File: src/rtl/watch_pkg.sv
// Shared definitions for the watch time-setting path: FSM states, field codes,
// reset date and the 52-bit packed time layout used on cur_time/bin_time.
package watch_pkg;

    typedef enum logic [3:0] {
        S_IDLE,
        S_LOAD,
        S_ED_YR,
        S_ED_MON,
        S_ED_DAY,
        S_ED_HR,
        S_ED_MIN,
        S_ED_SEC,
        S_COMMIT
    } state_t;

    localparam logic [2:0] FLD_YR  = 3'd0;
    localparam logic [2:0] FLD_MON = 3'd1;
    localparam logic [2:0] FLD_DAY = 3'd2;
    localparam logic [2:0] FLD_HR  = 3'd3;
    localparam logic [2:0] FLD_MIN = 3'd4;
    localparam logic [2:0] FLD_SEC = 3'd5;

    localparam logic [11:0] RST_YEAR  = 12'd2021;
    localparam logic [7:0]  RST_MONTH = 8'd5;
    localparam logic [7:0]  RST_DAY   = 8'd30;

    localparam int OFF_SEC = 0;
    localparam int OFF_MIN = 8;
    localparam int OFF_HR  = 16;
    localparam int OFF_DAY = 24;
    localparam int OFF_MON = 32;
    localparam int OFF_YR  = 40;

    typedef struct packed {
        logic [11:0] year;
        logic [7:0]  month;
        logic [7:0]  day;
        logic [7:0]  hour;
        logic [7:0]  minute;
        logic [7:0]  second;
    } time_t;

    localparam time_t RST_TIME = {RST_YEAR, RST_MONTH, RST_DAY, 8'd0, 8'd0, 8'd0};

    function automatic logic [2:0] field_of(input state_t s);
        case (s)
            S_ED_MON: return FLD_MON;
            S_ED_DAY: return FLD_DAY;
            S_ED_HR:  return FLD_HR;
            S_ED_MIN: return FLD_MIN;
            S_ED_SEC: return FLD_SEC;
            default:  return FLD_YR;
        endcase
    endfunction

endpackage

File: src/rtl/watch_days_in_month.sv
// Combinational month length with Gregorian leap-year rule; zero latency, no handshake.
module watch_days_in_month (
    input  logic [7:0]  month,
    input  logic [11:0] year,
    output logic [7:0]  max_day
);

    logic leap;

    always_comb begin
        leap = ((year % 12'd4 == 12'd0) && (year % 12'd100 != 12'd0)) ||
               (year % 12'd400 == 12'd0);
        case (month)
            8'd2:                    max_day = leap ? 8'd29 : 8'd28;
            8'd4, 8'd6, 8'd9, 8'd11: max_day = 8'd30;
            default:                 max_day = 8'd31;
        endcase
    end

endmodule

File: src/rtl/watch_set_ctrl.sv
// Key-driven time editor: snapshots cur_time, edits one field at a time, commits via set_time.
// btn_ok -> set_time is 1 clk; keys are single-cycle pulses with no backpressure.
module watch_set_ctrl
    import watch_pkg::*;
#(
    parameter int TIMEOUT_SEC = 30
) (
    input  logic        clk,
    input  logic        rst,
    input  logic        clk1sec,
    input  logic        btn_mode,
    input  logic        btn_up,
    input  logic        btn_down,
    input  logic        btn_ok,
    input  logic [51:0] cur_time,
    output logic        set_time,
    output logic [51:0] bin_time,
    output logic        edit_active,
    output logic [2:0]  edit_field,
    output logic        blink
);

    localparam int TW = $clog2(TIMEOUT_SEC + 1);

    state_t        state, state_nxt;
    time_t         shadow, shadow_nxt, shadow_view, committed;
    logic [7:0]    max_day, day_clamped;
    logic [TW-1:0] to_cnt;
    logic          editing, any_key, timeout, step_up, step_dn;

    watch_days_in_month u_dim (
        .month   (shadow.month),
        .year    (shadow.year),
        .max_day (max_day)
    );

    assign editing     = (state >= S_ED_YR) && (state <= S_ED_SEC);
    assign any_key     = btn_mode | btn_up | btn_down | btn_ok;
    assign timeout     = clk1sec && !any_key && (to_cnt == TW'(TIMEOUT_SEC - 1));
    assign step_up     = btn_up & ~btn_down & ~btn_ok & ~btn_mode;
    assign step_dn     = btn_down & ~btn_up & ~btn_ok & ~btn_mode;
    assign day_clamped = (shadow.day > max_day) ? max_day : shadow.day;
    assign edit_active = (state != S_IDLE);

    always_comb begin
        shadow_view     = shadow;
        shadow_view.day = day_clamped;
    end

    // Outside an edit the display shows what watch_time was last loaded with.
    assign bin_time = (state == S_IDLE || state == S_LOAD) ? committed : shadow_view;

    always_comb begin
        state_nxt  = state;
        set_time   = 1'b0;
        edit_field = FLD_YR;
        case (state)
            S_IDLE:   if (btn_mode) state_nxt = S_LOAD;
            S_LOAD:   state_nxt = S_ED_YR;
            S_COMMIT: begin
                set_time  = 1'b1;
                state_nxt = S_IDLE;
            end
            S_ED_YR, S_ED_MON, S_ED_DAY, S_ED_HR, S_ED_MIN, S_ED_SEC: begin
                edit_field = field_of(state);
                if (btn_ok)
                    state_nxt = S_COMMIT;
                else if (btn_mode)
                    state_nxt = (state == S_ED_SEC) ? S_ED_YR : state_t'(state + 4'd1);
                else if (timeout)
                    state_nxt = S_IDLE;
            end
            default:  state_nxt = S_IDLE;
        endcase
    end

    // Edits start from the clamped day so a wrap never sees an out-of-range value.
    always_comb begin
        shadow_nxt = shadow;
        if (state == S_LOAD) begin
            shadow_nxt = cur_time;
        end else if (editing) begin
            shadow_nxt.day = day_clamped;
            if (step_up) begin
                case (state)
                    S_ED_YR:  shadow_nxt.year   = (shadow.year >= 12'd4095) ? 12'd1 : shadow.year + 12'd1;
                    S_ED_MON: shadow_nxt.month  = (shadow.month >= 8'd12) ? 8'd1 : shadow.month + 8'd1;
                    S_ED_DAY: shadow_nxt.day    = (day_clamped >= max_day) ? 8'd1 : day_clamped + 8'd1;
                    S_ED_HR:  shadow_nxt.hour   = (shadow.hour >= 8'd23) ? 8'd0 : shadow.hour + 8'd1;
                    S_ED_MIN: shadow_nxt.minute = (shadow.minute >= 8'd59) ? 8'd0 : shadow.minute + 8'd1;
                    S_ED_SEC: shadow_nxt.second = (shadow.second >= 8'd59) ? 8'd0 : shadow.second + 8'd1;
                    default:  shadow_nxt = shadow;
                endcase
            end else if (step_dn) begin
                case (state)
                    S_ED_YR:  shadow_nxt.year   = (shadow.year <= 12'd1) ? 12'd4095 : shadow.year - 12'd1;
                    S_ED_MON: shadow_nxt.month  = (shadow.month <= 8'd1) ? 8'd12 : shadow.month - 8'd1;
                    S_ED_DAY: shadow_nxt.day    = (day_clamped <= 8'd1) ? max_day : day_clamped - 8'd1;
                    S_ED_HR:  shadow_nxt.hour   = (shadow.hour == 8'd0) ? 8'd23 : shadow.hour - 8'd1;
                    S_ED_MIN: shadow_nxt.minute = (shadow.minute == 8'd0) ? 8'd59 : shadow.minute - 8'd1;
                    S_ED_SEC: shadow_nxt.second = (shadow.second == 8'd0) ? 8'd59 : shadow.second - 8'd1;
                    default:  shadow_nxt = shadow;
                endcase
            end
        end
    end

    always_ff @(posedge clk or posedge rst) begin
        if (rst) begin
            state     <= S_IDLE;
            shadow    <= RST_TIME;
            committed <= RST_TIME;
            to_cnt    <= '0;
            blink     <= 1'b0;
        end else begin
            state  <= state_nxt;
            shadow <= shadow_nxt;
            if (state == S_COMMIT)
                committed <= shadow_view;
            if (!editing || any_key)
                to_cnt <= '0;
            else if (clk1sec)
                to_cnt <= to_cnt + 1'b1;
            if (state_nxt == S_IDLE || state_nxt == S_LOAD)
                blink <= 1'b0;
            else if (editing && clk1sec)
                blink <= ~blink;
        end
    end

endmodule

File: config.mk
export PLATFORM = sky130hd
export DESIGN_NAME = watch_set_ctrl
export DESIGN_NICKNAME = d
export VERILOG_FILES = /design/src/rtl/watch_pkg.sv /design/src/rtl/watch_days_in_month.sv /design/src/rtl/watch_set_ctrl.sv
export SDC_FILE = /design/constraint.sdc
export NUM_CORES = 1
export LEC_CHECK = 0
export CORE_ASPECT_RATIO = 1.1
export CORE_MARGIN = 2
export CORE_UTILIZATION = 40
export DETAILED_ROUTE_END_ITERATION = 8
export SETUP_SLACK_MARGIN = 0.1
export SLEW_MARGIN = 20
export SYNTH_ARGS = -nofsm -noshare
export SYNTH_HDL_FRONTEND = slang
export SYNTH_SLANG_ARGS = --single-unit
export TNS_END_PERCENT = 30
File: constraint.sdc
create_clock -name clk -period 12.9 [get_ports clk]
set_input_delay 1.935 -clock clk [delete_from_list [all_inputs] [get_ports clk]]
set_output_delay 1.935 -clock clk [all_outputs]
set_load 0.005 [all_outputs]
* Word level (Yosys, flattened, before mapping)
Index checks and enable logic that the tools add are counted.
Storage, ports and cells: output and inout bits 58, register bits after elaboration 114, input port bits 59, word-level logic and storage cells 157
Cells by class: order comparisons 12, reduce and logical (&&, ||, !) cells 38, bitwise operators 14, equality and inequality tests 17, $add $sub $neg 14, divide/modulo/power cells 2, multiplexer cells 45
Operator list (number):
- $mux W52 | 5
- $mux W8 | 19
- $mux W12 | 4
- $pmux W8 S2 | 3
- $add A8 B1 Y8 const B | 5
- $sub A8 B1 Y8 const B | 5
- $logic_not A12 Y1 | 2
- $logic_not A8 Y1 | 3
- $mux W4 | 5
- $reduce_and A3 Y1 | 6
- $eq A4 B3 Y1 const B | 4
- $eq A8 B3 Y1 const B | 2
- $eq A8 B4 Y1 const B | 2
- $ge A8 B6 Y1 const B | 2
- $le A8 B1 Y1 const B | 2
- $reduce_bool A2 Y1 | 8
- $pmux W3 S5 | 1
- $add A12 B1 Y12 const B | 1
- $ge A12 B12 Y1 const B | 1
- $le A12 B1 Y1 const B | 1
- $mod A12 B7 Y12 const B | 1
- $mod A12 B9 Y12 const B | 1
- $pmux W4 S3 | 1
- $reduce_bool A12 Y1 | 1
- other kinds (30) | 57

* Longest topological paths before layout
word-level depth 15, depth in mapped cells 34, depth with buffers taken out 29

* Hierarchy
A second synthesis with hierarchy kept.
Second synthesis, totals: cell total of the unflattened synthesis 1304, area, all modules 10194.8 µm²
Modules (own cells, without submodules):
- watch_set_ctrl | area each 8575.7 µm², cells each 1077, sequential area each 2887.8 µm², instances 1
- watch_days_in_month | area each 1619.1 µm², cells each 227, sequential area each 0.0 µm², instances 1

* Least setup slack after synthesis
Ideal clock, no wire load.
path kind reg-to-output, start point reg shadow[50] (netlist bit), end point out bin_time[25], arrival 5.124 ns, cell stages (with the launch flop) 24, path slack 5.841 ns, required time 10.965 ns, buffers on the path 3, cells stage by stage dfstp_2 -> buf_2 -> nand2_2 -> or4_1 -> a221oi_2 -> nand3b_1 -> o211ai_2 -> and4_1 -> buf_6 -> o21a_4 -> o41ai_4 -> maj3_1 -> xor2_1 -> o31ai_1 -> a22oi_1 -> o21a_1 -> buf_6 -> ha_1 -> nand2_1 -> nand4_1 -> o21bai_1 -> mux2i_1 -> inv_1 -> mux2_2
On the way: word-level cells in the longest chain between the ends 9, elaborated cells on any way between the ends 11, classes of those cells div: 2; order compare: 1; mux: 4; reduce/logical: 4
Ends and longest elaborated chain:
- start: declaration | RTL line watch_set_ctrl.sv:26 | time_t shadow, shadow_nxt, shadow_view, committed;
- start signal: assignment | RTL line watch_set_ctrl.sv:117 | shadow <= shadow_nxt;
- $mod A12 B7 Y12 | RTL line watch_days_in_month.sv:11 | leap = ((year % 12'd4 == 12'd0) && (year % 12'd100 != 12'd0)) ||
- $reduce_bool A12 Y1 | RTL line watch_days_in_month.sv:11
- $logic_and A1 B1 Y1 | RTL line watch_days_in_month.sv:11
- $logic_or A1 B1 Y1 * | RTL line watch_days_in_month.sv:11
- $mux W1 * | RTL line watch_days_in_month.sv:14 | 8'd2: max_day = leap ? 8'd29 : 8'd28;
- $pmux W8 S2 * | RTL line watch_days_in_month.sv:13 | case (month)
- $gt A8 B8 Y1 * | RTL line watch_set_ctrl.sv:42 | assign day_clamped = (shadow.day > max_day) ? max_day : shadow.day;
- $mux W8 * | RTL line watch_set_ctrl.sv:42
- via day_clamped[1] | RTL line watch_set_ctrl.sv:27 | logic [7:0] max_day, day_clamped;
- $mux W52 * | RTL line watch_set_ctrl.sv:51 | assign bin_time = (state == S_IDLE || state == S_LOAD) ? committed : shadow_view;
- end: declaration | RTL line watch_set_ctrl.sv:17 | output logic [51:0] bin_time,
The timed path passes the listed nets; every way through them passes the cells marked *.

* Worst setup path after layout
start point reg shadow[49] (netlist bit), end point out bin_time[25]
Same word-level chain as after synthesis.

==> run_results.csv <==
group,metric,value,unit
worst_setup_path,critical_path_peak_fanout,24,
finish,fin_nets,1315,
timing,tightest_slew,985,ps
clock_network,cts_made_buffers,17,
outcome,status,"finished, final reports clean",
floorplanning,ios,117,
placement,place.gp.congestion,0.961,
synth,synth_ff_type,"dfrtp_1",
job,maxCapViolations,0,
routing,antenna_left,0,
pwr,irDropWorstVdd,132,uV
timing,finalSetupViolations,0,
placement,place_hpwl,19400,um
placement,placed_cell_area,10300,um^2
worst_setup_path,cp.required,10970,ps
clock_network,cts_sinks,114,
clock_network,tritoncts,"done",
finish,fillers,2206,
routing,drc,0,
clock_network,cts-htree-levels,4,
global_route,antenna_found_initial,0,
finish,drive_above_1_share,0.122,
synth,synthDistinctLibCells,86,
synth,ys_warn_count,0,
min_path,hold_depth,2,
finish,syn_to_final_growth,21.5,%
global_route,grt_max_degree,75,
synth,ys_seq_area_frac,0.318,
synth,syn_inst,1173,
routing,vias_per_cell,5.77,
routing,wl_per_cell,18.6,um
worst_setup_path,arrival,7570,ps
floorplanning,initial_core_util,0.409,
clock_network,clkLatencyLatePin,430,ps
synth,synth.avg_cell_area,7.74,um^2
pwr,p_leak,4.41,nW
timing,clock_skew,17.0,ps
floorplanning,die_w,148,um
timing,rsz0062_at_grt,"no",
routing,vias,8873,
synth,syn-num-nets,1259,
worst_setup_path,critPathKind,"flop to output pin",
worst_setup_path,rr_worst_depth,27,
timing,timing.hold.ws,457,ps
clock_network,cts.path.max_buffers,2,
clock_network,cts_root_buf,"clkbuf_16",
finish,postLayoutCellArea,11000,um^2
placement,port_buffers,116,
timing,drv_slew,0,
floorplanning,fp.dieH,162,um
finish,antenna_cells,0,
worst_setup_path,startpoint_type,"flop",
pwr,p_per_area,281,nW/um^2
floorplanning,design.die.area,23900,um^2
timing,fmax,0.105,GHz
routing,drtPass1Iterations,5,
synth,async_flop_share,1.00,
min_path,hold_path.class,"flop to flop",
timing,finalHoldViolCount,0,
global_route,grt_pass1_vias,8523,
clock_network,post_cts_resized,0,
synth,synth_area,9080,um^2
timing,period_share,0.737,
finish,most-common-layout-cells,"209 x nand2_1, 116 x clkdlybuf4s50_1, 113 x nor2_1",
routing,wl,28500,um
finish,final_common_cell,"nand2_1",
timing,setup_tns,0,ps
clock_network,post_cts_buffers,0,
synth,synth_edf_count,0,
timing,slew_headroom,0.343,
routing,dr.first_iter.drc_count,584,
floorplanning,core_area,22200,um^2
floorplanning,rows,57,
timing,finalCriticalPeriod,9500,ps
clock_network,clk_pin_slew_worst_paths,60,ps
global_route,overflow,0,
global_route,grtUsageTotal,0.239,
global_route,grt_pass1_wl,45600,um
clock_network,cts_hold_buffers,0,
worst_setup_path,cp-end-kind,"output pin",
synth,ys_ff_latch,114,
[cell families after synthesis]
logic type,after synthesis,synth area share
and+or+nand+nor,500,0.254
AOI/OAI and AO/OA,318,0.230
buffers and inverters,118,0.0534
adders and majority gates,28,0.0383
xor gates and xnor gates,38,0.0367
DFF,114,0.318
muxes,57,0.0693
[path summary, 6_finish.rpt]
path | from | to | slack (ps)
max reg2reg | shadow[49] | shadow[24] | 4770
min | committed[46] | committed[46] | 460
max | shadow[49] | bin_time[25] | 3400
min in group asynchronous | rst | to_cnt[2] | 1900
min reg2reg | committed[46] | committed[46] | 460
max in group asynchronous | rst | shadow[41] | 9600
[registers in the layout (all words and copies together) (netlist names)]
signal,count
blink,1
committed,52
shadow,52
state,4
to_cnt,5
[report_power, final]
part | internal, mW | switching (mW)
combinational | 0.818 | 0.930
sequential | 0.541 | 0.238
clock | 0.371 | 0.194
total | 1.73 | 1.36
[metal layers]
layer	track usage	wire length, um	share of wire	vias up
met4	0.0874	806	0.028	0
met2	0.406	13800	0.49	284
met1	0.310	12500	0.44	4242
met3	0.0360	1360	0.048	54
li1	-	-	-	4293
met5	0	0	0	-
[metrics by stage]
| stage | worst slack [ps] | std cells | total power, mW | util |
|---|---|---|---|---|
| 2_1_floorplan | 5840 | 1173 | 1.90 | - |
| 3_3_place_gp | 4050 | 1505 | 2.51 | 0.466 |
| 3_5_place_dp | 3910 | 1505 | 2.52 | 0.466 |
| 4_1_cts | 3440 | 1537 | 3.10 | 0.497 |
| 5_1_grt | 2870 | 1537 | 3.34 | 0.497 |
| 6_report | 3400 | 1537 | 3.09 | 0.497 |
[critical path, cell delays in order (launching register included)]
cell,delay [ps]
dfstp_2,800
inv_1,170
or4_1,510
a221oi_2,360
a211oi_1,110
a221oi_2,390
and2_1,300
nor3_1,120
o41ai_4,640
maj3_1,290
xor2_1,180
o31ai_1,110
a22oi_1,190
o21a_1,370
ha_1,300
nand2_1,60
nand4_1,90
o21bai_1,650
mux2i_1,610
inv_1,160
mux2_2,290
clkdlybuf4s50_1,440
[synth_stat cells, drive strengths merged, types with 6 or more instances]
cell type / n / area share
xnor2: 21 / 0.020
a211oi: 9 / 0.0074
dfstp: 28 / 0.081
o22ai: 8 / 0.0055
nand2: 211 / 0.088
nand2b: 15 / 0.010
a221oi: 11 / 0.013
or3: 18 / 0.012
o31ai: 6 / 0.0050
nand4: 10 / 0.0069
xor2: 17 / 0.016
and3: 13 / 0.0090
and2: 11 / 0.0076
ha: 27 / 0.037
nor3: 36 / 0.022
nor2b: 7 / 0.0048
o211ai: 11 / 0.0096
mux2: 47 / 0.058
clkbuf: 74 / 0.031
o21ai: 100 / 0.055
o21a: 7 / 0.0066
inv: 28 / 0.012
nor2: 113 / 0.047
nand3: 29 / 0.016
buf: 16 / 0.011
a21oi: 83 / 0.047
a31oi: 18 / 0.012
nor4: 13 / 0.0090
dfrtp: 86 / 0.24
mux2i: 10 / 0.011
[cell type report]
cell class              instances  area (um^2)  area share
clock buffers                  18          439      0.0398
clock inverters                14          250      0.0227
inverters                      28          108     0.00976
multi-input cells             941         5730       0.519
flip-flops and latches        114         2890       0.262
well taps                     295          369      0.0335
repair buffers                127         1240       0.113
No activity file was read; power rests on OpenSTA's default activity.
